[config.mk]
export PLATFORM = sky130hd
export DESIGN_NAME = thresholding_axis_pe
export DESIGN_NICKNAME = d
export VERILOG_FILES = /design/src/rtl/thresholding_pkg.sv /design/src/rtl/thresholding_stage.sv /design/src/rtl/thresholding_axis_pe.sv
export SDC_FILE = /design/constraint.sdc
export NUM_CORES = 1
export LEC_CHECK = 0
export BUFFER_PORTS_ARGS = -buffer_cell sky130_fd_sc_hd__buf_2
export CORE_AREA = 2 2 291 264
export CTS_CLUSTER_DIAMETER = 40
export DETAILED_ROUTE_END_ITERATION = 10
export DIE_AREA = 0 0 293 266
export PLACE_DENSITY_LB_ADDON = 0.3
export SETUP_SLACK_MARGIN = 0.2
export SLEW_MARGIN = 20
export SYNTH_ARGS = -nofsm -noshare
export SYNTH_HDL_FRONTEND = slang
export SYNTH_SLANG_ARGS = --single-unit
[constraint.sdc]
create_clock -name clk -period 5.63 [get_ports clk]
set_clock_uncertainty 0.05 [all_clocks]
set_input_delay 0.8445 -clock clk [delete_from_list [all_inputs] [get_ports clk]]
set_output_delay 0.8445 -clock clk [all_outputs]
set_load 0.005 [all_outputs]
[src/rtl/thresholding_pkg.sv]
// Shared helpers for the multi-threshold unit.
// idx2stage/idx2slot map a flat ascending threshold index onto the binary
// search tree. The middle threshold is the root (stage 0), and the outermost
// thresholds are the leaves (stage N-1). params_ok gives the legal parameter set.
package thresholding_pkg;

  function automatic int trailing_ones(input int i, input int n);
    int  t;
    bit  run;
    t   = 0;
    run = 1'b1;
    for (int b = 0; b < n; b++) begin
      if (run && ((i >> b) & 1) == 1) t++;
      else run = 1'b0;
    end
    return t;
  endfunction

  function automatic int idx2stage(input int i, input int n);
    return n - 1 - trailing_ones(i, n);
  endfunction

  function automatic int idx2slot(input int i, input int n);
    return i >> (trailing_ones(i, n) + 1);
  endfunction

  function automatic bit params_ok(input int c, input int pe, input int n, input int o_bits);
    return (pe > 0) && (c % pe == 0) && (o_bits >= n);
  endfunction

endpackage

[src/rtl/thresholding_stage.sv]
// One binary-search stage of one lane.
// The stage memory holds CF*2^S thresholds. Word address = {channel, slot}.
// The prefix bits found so far are the slot into this stage. Each stage
// registers the incoming beat and reads its threshold in the same cycle. It
// then compares that threshold and appends one count bit, LSB-side, on its output.
// Ports: clk, rst_n, en_i (global advance), vld_i/x_i/ch_i/pre_i (beat in),
//        vld_o/x_o/ch_o/pre_o (beat out, pre_o includes this stage's bit),
//        cfg_we_i/cfg_ch_i/cfg_slot_i/cfg_d_i (pre-decoded write),
//        cfg_rd_o (combinational readback of the configured word).
module thresholding_stage
  import thresholding_pkg::*;
#(
  parameter int N      = 4,
  parameter int M      = 8,
  parameter int CF     = 2,
  parameter int S      = 0,
  parameter int SIGNED = 1,
  parameter int CHW    = (CF > 1) ? $clog2(CF) : 1
) (
  input  logic           clk,
  input  logic           rst_n,
  input  logic           en_i,
  input  logic           vld_i,
  input  logic [M-1:0]   x_i,
  input  logic [CHW-1:0] ch_i,
  input  logic [N-1:0]   pre_i,
  output logic           vld_o,
  output logic [M-1:0]   x_o,
  output logic [CHW-1:0] ch_o,
  output logic [N-1:0]   pre_o,
  input  logic           cfg_we_i,
  input  logic [CHW-1:0] cfg_ch_i,
  input  logic [N-1:0]   cfg_slot_i,
  input  logic [M-1:0]   cfg_d_i,
  output logic [M-1:0]   cfg_rd_o
);
  localparam int DEPTH = CF << S;
  localparam int AW    = (DEPTH > 1) ? $clog2(DEPTH) : 1;

  logic [M-1:0]   mem_q [DEPTH];
  logic           vld_q;
  logic [M-1:0]   x_q;
  logic [M-1:0]   t_q;
  logic [CHW-1:0] ch_q;
  logic [N-1:0]   pre_q;
  logic [AW-1:0]  rd_a;
  logic [AW-1:0]  cfg_wa;

  function automatic logic thr_le(input logic [M-1:0] t, input logic [M-1:0] x);
    if (SIGNED != 0) return $signed(t) <= $signed(x);
    return t <= x;
  endfunction

  // Only the low S prefix bits select a slot; the root stage has a single slot.
  function automatic logic [AW-1:0] word_addr(input logic [CHW-1:0] ch, input logic [N-1:0] slot);
    logic [31:0] lo;
    lo = 32'(slot) & ((32'd1 << S) - 32'd1);
    return AW'((32'(ch) << S) | lo);
  endfunction

  assign rd_a   = word_addr(ch_i, pre_i);
  assign cfg_wa = word_addr(cfg_ch_i, cfg_slot_i);

  always_ff @(posedge clk) begin
    if (cfg_we_i) mem_q[cfg_wa] <= cfg_d_i;
  end

  // ---- stage register: beat capture + threshold read ----
  always_ff @(posedge clk) begin
    if (!rst_n)    vld_q <= 1'b0;
    else if (en_i) vld_q <= vld_i;
  end

  always_ff @(posedge clk) begin
    if (en_i) begin
      x_q   <= x_i;
      ch_q  <= ch_i;
      pre_q <= pre_i;
      t_q   <= mem_q[rd_a];
    end
  end

  // ---- compare: append this stage's count bit ----
  assign vld_o    = vld_q;
  assign x_o      = x_q;
  assign ch_o     = ch_q;
  assign pre_o    = N'({pre_q, thr_le(t_q, x_q)});
  assign cfg_rd_o = mem_q[cfg_wa];

endmodule

[src/rtl/thresholding_axis_pe.sv]
// PE-lane multi-threshold unit. y = number of ascending thresholds T_i <= x.
// This is found by an N-stage pipelined binary search plus one output register.
// Channels are folded by a shared counter: lane p at counter c is channel c*PE+p.
// Stream interface is AXI-Stream with full backpressure through one global
// enable. Thresholds are written and read back through a flat
// {lane, channel, index} address.
// Ports: clk, rst_n (sync, active-low); cfg_we/cfg_re/cfg_a/cfg_d write and
//        read strobes; cfg_rvld/cfg_rdata readback one cycle after cfg_re;
//        s_tvalid/s_tready/s_tdata input stream, lane p at [p*M+:M];
//        m_tvalid/m_tready/m_tdata output stream, lane p at [p*O_BITS+:O_BITS].
module thresholding_axis_pe
  import thresholding_pkg::*;
#(
  parameter int N      = 4,
  parameter int M      = 8,
  parameter int C      = 4,
  parameter int PE     = 2,
  parameter int SIGNED = 1,
  parameter int BIAS   = 0,
  parameter int O_BITS = N
) (
  input  logic                               clk,
  input  logic                               rst_n,
  input  logic                               cfg_we,
  input  logic                               cfg_re,
  input  logic [$clog2(PE)+$clog2(C/PE)+N-1:0] cfg_a,
  input  logic [M-1:0]                       cfg_d,
  output logic                               cfg_rvld,
  output logic [M-1:0]                       cfg_rdata,
  input  logic                               s_tvalid,
  output logic                               s_tready,
  input  logic [PE*M-1:0]                    s_tdata,
  output logic                               m_tvalid,
  input  logic                               m_tready,
  output logic [PE*O_BITS-1:0]               m_tdata
);
  localparam int CF  = C / PE;
  localparam int CFW = $clog2(CF);
  localparam int CHW = (CF > 1) ? CFW : 1;
  localparam int LW  = (PE > 1) ? $clog2(PE) : 1;

  if (!params_ok(C, PE, N, O_BITS)) begin : g_param_err
    $error("thresholding_axis_pe: C must be a multiple of PE and O_BITS must be >= N");
  end

  logic                 en;
  logic [CHW-1:0]       cnt_q, cnt_d;
  logic                 m_vld_q;
  logic [PE*O_BITS-1:0] m_data_q, m_data_d;
  logic                 rvld_q;
  logic [M-1:0]         rdata_q;
  logic [M-1:0]         rd_sel;

  logic [N-1:0]   cfg_idx;
  logic [CHW-1:0] cfg_ch;
  logic [LW-1:0]  cfg_lane;
  logic           cfg_idx_ok;
  logic           cfg_lane_ok;
  int             cfg_stage;
  int             cfg_slot;

  logic           vld_w [PE][N];
  logic [M-1:0]   x_w   [PE][N];
  logic [CHW-1:0] ch_w  [PE][N];
  logic [N-1:0]   pre_w [PE][N];
  logic [M-1:0]   rd_w  [PE][N];

  function automatic logic [O_BITS-1:0] add_bias(input logic [N-1:0] cnt);
    return O_BITS'(cnt) + O_BITS'(BIAS);
  endfunction

  assign en       = !m_vld_q || m_tready;
  assign s_tready = en;

  // Address fields may be zero-width (CF=1 or PE=1), so they are extracted by shift.
  always_comb begin
    cfg_idx     = cfg_a[N-1:0];
    cfg_ch      = '0;
    cfg_lane    = '0;
    if (CF > 1) cfg_ch = CHW'(cfg_a >> N);
    if (PE > 1) cfg_lane = LW'(cfg_a >> (N + CFW));
    cfg_idx_ok  = (cfg_idx != '1);
    cfg_lane_ok = (int'(cfg_lane) < PE);
    cfg_stage   = 0;
    cfg_slot    = 0;
    if (cfg_idx_ok) begin
      cfg_stage = idx2stage(int'(cfg_idx), N);
      cfg_slot  = idx2slot(int'(cfg_idx), N);
    end
  end

  always_comb begin
    rd_sel = '0;
    for (int p = 0; p < PE; p++)
      for (int s = 0; s < N; s++)
        if (p == int'(cfg_lane) && s == cfg_stage) rd_sel = rd_w[p][s];
  end

  for (genvar p = 0; p < PE; p++) begin : g_lane
    for (genvar s = 0; s < N; s++) begin : g_stage
      logic           vld_in;
      logic [M-1:0]   x_in;
      logic [CHW-1:0] ch_in;
      logic [N-1:0]   pre_in;

      if (s == 0) begin : g_first
        assign vld_in = s_tvalid;
        assign x_in   = s_tdata[p*M +: M];
        assign ch_in  = cnt_q;
        assign pre_in = '0;
      end else begin : g_next
        assign vld_in = vld_w[p][s-1];
        assign x_in   = x_w[p][s-1];
        assign ch_in  = ch_w[p][s-1];
        assign pre_in = pre_w[p][s-1];
      end

      thresholding_stage #(
        .N(N), .M(M), .CF(CF), .S(s), .SIGNED(SIGNED), .CHW(CHW)
      ) u_stage (
        .clk       (clk),
        .rst_n     (rst_n),
        .en_i      (en),
        .vld_i     (vld_in),
        .x_i       (x_in),
        .ch_i      (ch_in),
        .pre_i     (pre_in),
        .vld_o     (vld_w[p][s]),
        .x_o       (x_w[p][s]),
        .ch_o      (ch_w[p][s]),
        .pre_o     (pre_w[p][s]),
        .cfg_we_i  (cfg_we && cfg_idx_ok && (cfg_lane == LW'(p)) && (cfg_stage == s)),
        .cfg_ch_i  (cfg_ch),
        .cfg_slot_i(N'(cfg_slot)),
        .cfg_d_i   (cfg_d),
        .cfg_rd_o  (rd_w[p][s])
      );
    end
  end

  always_comb begin
    cnt_d = cnt_q;
    if (s_tvalid && en) cnt_d = (int'(cnt_q) == CF - 1) ? '0 : cnt_q + 1'b1;
  end

  always_comb begin
    m_data_d = '0;
    for (int p = 0; p < PE; p++) m_data_d[p*O_BITS +: O_BITS] = add_bias(pre_w[p][N-1]);
  end

  // ---- output register + control state ----
  always_ff @(posedge clk) begin
    if (!rst_n) begin
      cnt_q   <= '0;
      m_vld_q <= 1'b0;
      rvld_q  <= 1'b0;
    end else begin
      cnt_q  <= cnt_d;
      rvld_q <= cfg_re && !cfg_we && cfg_idx_ok && cfg_lane_ok;
      if (en) m_vld_q <= vld_w[0][N-1];
    end
  end

  always_ff @(posedge clk) begin
    if (en)     m_data_q <= m_data_d;
    if (cfg_re) rdata_q  <= rd_sel;
  end

  assign m_tvalid  = m_vld_q;
  assign m_tdata   = m_data_q;
  assign cfg_rvld  = rvld_q;
  assign cfg_rdata = rdata_q;

endmodule

==> flow_metrics.tcl, run 1 <==
set metrics [dict create \
    drt_iter0_markers 2271 \
    ys_top_cells_by_area "edfxtp_1 (65%), mux4_2 (10%), nand2_1 (3.2%), mux2_2 (3.1%), ha_1 (2.9%)" \
    nets 2221 \
    synth_edf_count 639 \
    port_buffers 54 \
    slew_headroom_pct 24.96 \
    dp_cells 3010 \
    setup.worst_path.end_class "flop" \
    hp-class "in2reg" \
    avgSynthCellArea_um2 14.98 \
    path_class "in2reg" \
    async_flop_share_pct 0 \
    totalWireLength_mm 84.79 \
    yosys_warnings 0 \
    period_share_pct 86.03 \
    clock_latency_ns 0.64 \
    cts_hold_buf 0 \
    fmax_mhz 206.5 \
    ys_ff_latch 646 \
    viasPerCell 5.949 \
    synth_top_cell_by_area "edfxtp_1" \
    pin_count 55 \
    coreArea_um2 75310 \
    yosysSeqAreaShare_pct 64.99 \
    cts.reportedPaths.clkPinSlew_ns 0.06 \
    crit_path_max_fanout 37 \
    power.density_nw_per_um2 385.3 \
    die_x_um 293 \
    dp_hpwl_mm 55.98 \
    cp-start-kind "input port" \
    clockBufferDepth 3 \
    layout-drive-gt1-share_pct 24.87 \
    final_util_pct 45.87 \
    cts_setup_buffers 0 \
    start_util_pct 39.49 \
    grt_pass1_wl_mm 124.1 \
    slew_violations 0 \
    tightest_slew_ns 1.118 \
    die_area_um2 77940 \
    grt_pass1_vias 18685 \
    pwr-share-comb_pct 16.6 \
    rsz0062_at_grt "no" \
    cts_sinks 646 \
    cts_resized 0 \
    internal_power_mw 9.706 \
    syn_nets 2089 \
    grt-ovfl-total 0 \
    yosys.area.top_type_share_pct 64.52 \
    die_h_um 266 \
    ctsHtreeMaxLevel 3 \
    wl_per_cell_um 26.76 \
    antenna_found_initial 5 \
    cts_root_buf "clkbuf_16" \
    grt_max_degree 84 \
    area_growth_pct 16.15 \
    run_status "complete, no violations" \
    drc 0 \
    p_total_mw 13.31 \
    nFillCells 6445 \
    drtPass1Iterations 8 \
    p_clk_share_pct 40.7 \
    synth_top_flop_cell "edfxtp_1" \
    syn_inst 1985 \
    ys_types 69 \
    ir_drop_mv 0.2222 \
    rows 96 \
    finalHoldViolations 0 \
    netlist_area_um2 29740 \
    vias 18846 \
    finalCriticalPeriod_ns 4.844 \
    p_sw_mw 3.602 \
    timing.setup.tns_ns 0 \
    cts_tree "yes" \
    final_cells 3168 \
    setup_viol 0 \
    final_cell_mix "edfxtp_1 (639), nand2_1 (251), mux4_2 (135)" \
    worstPathArrival_ns 5.19 \
    place.gp.congestion 0.8887 \
    pwr-share-seq_pct 42.7 \
    grt_use_total_pct 21.64 \
    drtAntennaViolNets 0 \
    cts_made_buffers 84 \
    worstPathRequired_ns 5.97 \
    drv_cap 0 \
    power.static_leakage_nw 12.09 \
    final_common_cell "edfxtp_1" \
    register_area_um2 19330 \
    power.share.switching_pct 27.07 \
    multiInputGateArea_um2 9661 \
]
==> sequential cells by signal, indices dropped and copies added (netlist names) <==
name                          flops
g_lane.g_stage.u_stage.vld_o      4
g_lane.g_stage.u_stage.x_o       64
g_lane.g_stage.u_stage.ch_o       3
g_lane.g_stage.u_stage.mem_q    480
cfg_rvld                          1
g_lane.g_stage.u_stage.pre_q     12
cnt_q                             1
g_lane.g_stage.u_stage.t_q       64
m_tdata                           8
cfg_rdata                         8
m_tvalid                          1
==> per-stage QoR <==
stage	hold WS [ns]	instance area (um^2)	setup WS, ns
after global placement	0.3525	31650	0.1597
final	0.3272	34540	0.7863
after floorplan	0.3503	29740	0.7989
after CTS	0.3026	34530	0.8260
after global routing	0.3073	34540	0.5980
after detailed placement	0.3579	31650	0.1465
==> cells by family after synthesis <==
group	after synthesis	share of synthesized area (%)
AO/OA/AOI/OAI	267	6.407
XOR/XNOR	1	0.02945
adder cells (fa/ha/maj)	68	2.861
buffers and inverters	189	2.684
flip-flops	646	64.99
multiplexers	247	14.34
other	2	0.02525
AND/OR/NAND/NOR	565	8.666
==> final cells by class <==
type / count / area share [%]
sequential: 646 / 55.95
multi-input combinational: 1150 / 27.97
clock buffer: 94 / 6.223
tap: 980 / 3.550
timing repair buffer: 160 / 3.369
clock inverter: 62 / 2.101
inverter: 75 / 0.8295
antenna: 1 / 0.007244
==> power groups by stage <==
stage / Combinational, mW / Sequential, mW / Clock [mW]
2_1_floorplan: 1.46 / 5.71 / 0
3_3_place_gp: 2.14 / 5.79 / 0
3_5_place_dp: 2.17 / 5.80 / 0
4_1_cts: 2.18 / 5.70 / 5.49
5_1_grt: 2.36 / 5.70 / 5.68
6_report: 2.21 / 5.69 / 5.42
==> worst max-delay path, stage by stage <==
cell and delay, ns:
buf_2 0.09, inv_1 0.04, o21ai_0 0.35, inv_1 0.09, ha_1 0.28, nor2_1 0.11
nor2_1 0.05, ha_1 0.42, nor3_1 0.48, nor3_4 0.12, nand2_8 0.36, mux4_2 0.59
a22o_1 0.27, a211oi_1 0.45, nor3_1 0.20, o311a_1 0.39
==> synthesized netlist by cell type (3+ instances only) <==
cell type / instances
mux4_2: 135
buf_2: 37
o21ai_0: 30
a32oi_1: 6
nor2_1: 93
and3_1: 37
o21a_1: 11
nor3_1: 23
a31oi_1: 29
o211ai_1: 6
inv_1: 73
a211o_1: 8
edfxtp_1: 639
mux2_2: 82
o22ai_1: 10
a21oi_1: 37
and2_1: 9
a21boi_0: 4
nand4_1: 14
a32o_1: 7
nand2b_1: 9
a311oi_1: 20
nor2b_1: 17
ha_1: 68
nand2_1: 251
buf_1: 14
dfxtp_1: 7
a221oi_1: 3
a22oi_1: 36
a211oi_1: 36
a31o_2: 3
clkbuf_1: 52
mux2i_1: 30
buf_4: 9
nand3_1: 93
==> metal layers <==
metal | GRT usage (%) | vias to the layer above | wire, um
met5 | 0 | - | 32
met4 | 6.126 | 4 | 2275
met3 | 5.105 | 151 | 8463
met2 | 32.94 | 1004 | 38300
met1 | 31.05 | 9588 | 35720
li1 | - | 8099 | -
==> worst paths after layout <==
check,startpoint,end,slack (ns),depth (start not counted)
worst max-delay path,cfg_a[1],cfg_rdata[6],0.79,16
worst min-delay path,s_tdata[3],g_lane[0].g_stage[0].u_stage.x_o[3],0.33,1
worst max register to register,g_lane[0].g_stage[2].u_stage.x_o[1],g_lane[0].g_stage[3].u_stage.t_q[0],2.02,11
worst min register to register,g_lane[1].g_stage[3].u_stage.pre_q[0],m_tdata[5],0.37,0
No activity file was read; power rests on OpenSTA's default activity.
==> inputs of run 2 (changes only) <==
--- a/config.mk
+++ b/config.mk
@@ -6,13 +6,14 @@
 export NUM_CORES = 1
 export LEC_CHECK = 0
 export BUFFER_PORTS_ARGS = -buffer_cell sky130_fd_sc_hd__buf_2
-export CORE_AREA = 2 2 291 264
+export CORE_AREA = 2 2 295 268
 export CTS_CLUSTER_DIAMETER = 40
 export DETAILED_ROUTE_END_ITERATION = 10
-export DIE_AREA = 0 0 293 266
+export DIE_AREA = 0 0 297 270
 export PLACE_DENSITY_LB_ADDON = 0.3
 export SETUP_SLACK_MARGIN = 0.2
 export SLEW_MARGIN = 20
 export SYNTH_ARGS = -nofsm -noshare
 export SYNTH_HDL_FRONTEND = slang
+export SYNTH_HIERARCHICAL = 1
 export SYNTH_SLANG_ARGS = --single-unit
==> flow_metrics.tcl, run 2 <==
set metrics [dict create \
    pre_cts_ws_ns 0.3881 \
    die_h_um 270 \
    antenna_found_initial 3 \
    start_util_pct 38.79 \
    cts_setup_buffers 0 \
    die_x_um 297 \
    crit_path_max_fanout 66 \
    cts_sinks 649 \
    fmax_mhz 213.4 \
    setup_slack_ns 0.9437 \
    cts.reportedPaths.clkPinSlew_ns 0.06 \
    hp-class "in2reg" \
    worstPathRequired_ns 5.93 \
    drv_cap 0 \
    crit_family "compound AO/OA/AOI/OAI gates" \
    port_buffers 54 \
    grt_pass1_vias 17135 \
    hold_ws_ns 0.3164 \
    setup.worst_path.end_class "flop" \
    slew_headroom_pct 32.87 \
    drtPass1Iterations 6 \
    clock_latency_ns 0.65 \
    nets 1934 \
    ir_drop_mv 0.3023 \
    drtAntennaViolNets 0 \
    timing.setup.tns_ns 0 \
    ctsHtreeMaxLevel 3 \
    die_area_um2 80190 \
    viasPerCell 5.720 \
    avgSynthCellArea_um2 17.54 \
    placement.cell_area_um2 31640 \
    area_growth_pct 16.59 \
    reg2reg_slack_ns 2.10 \
    reg2reg_to "g_lane[0].g_stage[3].u_stage/t_q[5]" \
    critPathMaxStageDelay_ns 0.52 \
    clockBufferDepth 3 \
    crit_path_top_delay_cell "a222oi_1" \
    coreArea_um2 77190 \
    syn_nets 1811 \
    setup_viol 0 \
    layout-drive-gt1-share_pct 27.73 \
    nFillCells 6644 \
    cts_tree "yes" \
    crit_chain "buf_2 -> nor2b_1 -> nor2b_1 -> ha_1 -> o21a_1 -> ha_1 -> a21o_1 -> a211oi_1 -> o21a_4 -> buf_12 -> mux4_2 -> a22oi_1 -> nand2_1 -> a222oi_1 -> o211ai_1" \
    cts_resized 0 \
    syn_inst 1707 \
    path_class "in2reg" \
    final_common_cell "edfxtp_1" \
    finalHoldViolations 0 \
    rows 97 \
    vias 16875 \
    netlist_area_um2 29940 \
    critical_path.startpoint "cfg_a[2]" \
    finalCriticalPeriod_ns 4.686 \
    cts_root_buf "clkbuf_16" \
    drt_iter0_markers 1738 \
    power.static_leakage_nw 12.10 \
    grt_use_total_pct 18.51 \
    r2r_start "g_lane[0].g_stage[2].u_stage/x_o[6]" \
    n_antenna_cell 0 \
    slew_violations 0 \
    drc 0 \
    grt-ovfl-total 0 \
    cts_made_buffers 94 \
    r2r_cells 9 \
    pin_count 55 \
    run_status "complete, no violations" \
    fin_area_um2 34910 \
    period_share_pct 83.24 \
    yosys_warnings 6 \
    regMostFlops "g_lane.g_stage.u_stage/mem_q" \
    cp-start-kind "input port" \
    rsz0062_at_grt "no" \
    worstPathArrival_ns 4.99 \
    totalWireLength_mm 74.66 \
    dp_hpwl_mm 48.57 \
    largest_register_ffs 480 \
    wl_per_cell_um 25.31 \
    critPathCapture "cfg_rdata[6]" \
    final_cell_mix "edfxtp_1 (642), mux4_2 (146), clkbuf_16 (97)" \
    cp.depth 15 \
    tightest_slew_ns 1.006 \
    cp.buffers_inverters 2 \
    grt_pass1_wl_mm 111.6 \
    grt_max_degree 99 \
    cts_hold_buf 0 \
    place.gp.congestion 0.8993 \
    power.density_nw_per_um2 391.5 \
]
==> run 2: layout make-up <==
| type | count | area (um^2) | area share, % |
|---|---|---|---|
| Sequential cell | 649 | 19420 | 55.63 |
| Multi-Input combinational cell | 866 | 9681 | 27.73 |
| Clock buffer | 111 | 2490 | 7.133 |
| Tap cell | 1039 | 1300 | 3.724 |
| Timing Repair Buffer | 123 | 875.8 | 2.509 |
| Clock inverter | 66 | 783.3 | 2.244 |
| Inverter | 96 | 360.3 | 1.032 |
==> run 2: worst min path at each step <==
stage                                           from                                   to  slack, ns  cells past startpoint
2_1_floorplan  g_lane[0].g_stage[3].u_stage/pre_q[0]                           m_tdata[1]       0.35                      0
3_3_place_gp   g_lane[0].g_stage[3].u_stage/pre_q[1]                           m_tdata[2]       0.35                      0
3_5_place_dp   g_lane[1].g_stage[3].u_stage/pre_q[2]                           m_tdata[7]       0.36                      0
4_1_cts                                   s_tdata[2]  g_lane[0].g_stage[0].u_stage/x_o[2]       0.28                      1
5_1_grt                                  s_tdata[14]  g_lane[1].g_stage[0].u_stage/x_o[6]       0.29                      1
6_report                                  s_tdata[6]  g_lane[0].g_stage[0].u_stage/x_o[6]       0.32                      1
==> run 2: where the power goes <==
group / internal (mW) / switching (mW) / leakage, nW
clock: 3.70 / 2.31 / 1.58
sequential: 5.56 / 0.128 / 6.11
combinational: 0.911 / 1.05 / 4.41
total: 10.2 / 3.49 / 12.1
==> run 2: metrics by stage <==
stage / power (mW) / utilization [%] / std cells
2_1_floorplan: 7.148 / - / 1707
3_3_place_gp: 7.724 / 40.96 / 2772
3_5_place_dp: 7.757 / 40.98 / 2773
4_1_cts: 13.79 / 45.22 / 2950
5_1_grt: 14.17 / 45.22 / 2950
6_report: 13.67 / 45.22 / 2950
==> run 2: routing by layer <==
layer	part of all wire (%)	wire length, um	vias up	GRT usage [%]
li1	-	-	7300	-
met1	42	31290	8745	25.29
met2	48	36100	686	29.86
met3	6.9	5132	142	3.700
met4	2.9	2128	2	5.848
met5	0.0040	3	-	0
==> inputs of run 3 (changes only) <==
==> constraint.sdc (replaced) <==
create_clock -name clk -period 4.3 [get_ports clk]
set_clock_uncertainty 0.05 [all_clocks]
set_input_delay 0.645 -clock clk [delete_from_list [all_inputs] [get_ports clk]]
set_output_delay 0.645 -clock clk [all_outputs]
set_load 0.005 [all_outputs]
==> flow_metrics.tcl, run 3 (synthesis results as in run 2) <==
set metrics [dict create \
    setup.worst_path.end_class "flop" \
    antenna_found_initial 5 \
    power.static_leakage_nw 12.45 \
    cts_sinks 649 \
    regMostFlops "g_lane.g_stage.u_stage/mem_q" \
    worstPathArrival_ns 4.28 \
    viasPerCell 5.644 \
    cts_root_buf "clkbuf_16" \
    timing.setup.tns_ns 0 \
    final_common_cell "edfxtp_1" \
    crit_family "compound AO/OA/AOI/OAI gates" \
    cts_made_buffers 90 \
    grt_max_degree 74 \
    dp_cells 2847 \
    rsz0062_at_grt "yes" \
    hp-class "in2reg" \
    drt_iter0_markers 1534 \
    drc 0 \
    ctsHtreeMaxLevel 3 \
    period_share_pct 92.55 \
    clockBufferDepth 3 \
    clock_latency_ns 0.63 \
    start_util_pct 38.79 \
    final_util_pct 45.97 \
    finalHoldViolations 0 \
    nets 2008 \
    slew_violations 0 \
    dp_hpwl_mm 50.30 \
    setup_viol 0 \
    worstPathRequired_ns 4.60 \
    cts.reportedPaths.clkPinSlew_ns 0.06 \
    pre_cts_ws_ns -0.2990 \
    finalCriticalPeriod_ns 3.980 \
    grt-ovfl-total 0 \
    critPathMaxStageDelay_ns 0.51 \
    crit_path_top_delay_cell "mux4_2" \
    die_x_um 297 \
    tightest_slew_ns 0.9498 \
    place.gp.congestion 0.9096 \
    setup_slack_ns 0.3204 \
    cp-start-kind "input port" \
    drv_cap 0 \
    vias 17021 \
    placement.cell_area_um2 32320 \
    cts_hold_buf 0 \
    hold_ws_ns 0.1437 \
    slew_headroom_pct 36.44 \
    wl_per_cell_um 24.67 \
    p_total_mw 17.64 \
    port_buffers 54 \
    drtAntennaViolNets 0 \
    reg2reg_slack_ns 1.03 \
    area_growth_pct 18.49 \
    cts_tree "yes" \
    fmax_mhz 251.3 \
    layout-drive-gt1-share_pct 30.72 \
    ir_drop_mv 0.4421 \
    grt_use_total_pct 18.45 \
    die_area_um2 80190 \
    nFillCells 6658 \
    drtPass1Iterations 5 \
    rows 97 \
    path_class "in2reg" \
    pin_count 55 \
    power.density_nw_per_um2 497.2 \
    crit_path_max_fanout 25 \
    grt_pass1_wl_mm 110.5 \
    fin_area_um2 35480 \
    cp.buffers_inverters 4 \
    crit_chain "buf_2 -> nor2b_1 -> nor2b_1 -> ha_1 -> o21a_1 -> ha_1 -> buf_4 -> nor2_1 -> o311a_4 -> buf_12 -> buf_12 -> mux4_2 -> a22oi_1 -> nand2_1 -> a211oi_1 -> o211ai_1" \
    run_status "complete, no violations" \
    final_cell_mix "edfxtp_1 (642), mux4_2 (146), buf_4 (130)" \
    die_h_um 270 \
    coreArea_um2 77190 \
    largest_register_ffs 480 \
    totalWireLength_mm 74.40 \
    grt_pass1_vias 17279 \
    final_cells 3016 \
]
==> run 3: final cells by class <==
cell class                      count  area [um^2]  area share (%)
Tap cell                         1039         1300           3.664
Sequential cell                   649        19420           54.73
Antenna cell                        1        2.502        0.007053
Clock buffer                      101         2400           6.764
Multi-Input combinational cell    866         9712           27.37
Timing Repair Buffer              201         1602           4.514
Inverter                           96        360.3           1.016
Clock inverter                     63        685.7           1.933
==> run 3: what timing repair did <==
item                                   4_1_cts  5_1_grt
resized for setup                            0        5
buffers inserted                             0        4
endpoints found under the hold margin        0        0
setup endpoints to repair                    0        6
==> run 3: report_power, final <==
part	total (mW)	switching, mW	internal, mW
Clock	7.50	2.90	4.59
Sequential	7.45	0.170	7.28
Combinational	2.70	1.39	1.31
Total	17.6	4.46	13.2
==> run 3: per-layer routing <==
| metal | share of wire, % | vias to the layer above | track usage (%) |
|---|---|---|---|
| li1 | - | 7457 | - |
| met1 | 42 | 8709 | 25.20 |
| met2 | 47 | 711 | 28.90 |
| met3 | 8.5 | 138 | 4.963 |
| met4 | 2.8 | 6 | 5.702 |
| met5 | 0.056 | - | 0 |
==> run 3: worst paths after layout <==
check	to	startpoint	cells past startpoint
worst max-delay path	cfg_rdata[4]	cfg_a[1]	16
worst min-delay path	g_lane[0].g_stage[0].u_stage/x_o[1]	s_tdata[1]	1
worst max register to register	g_lane[0].g_stage[3].u_stage/t_q[2]	g_lane[0].g_stage[2].u_stage/x_o[5]	9
worst min register to register	m_tdata[1]	g_lane[0].g_stage[3].u_stage/pre_q[0]	0
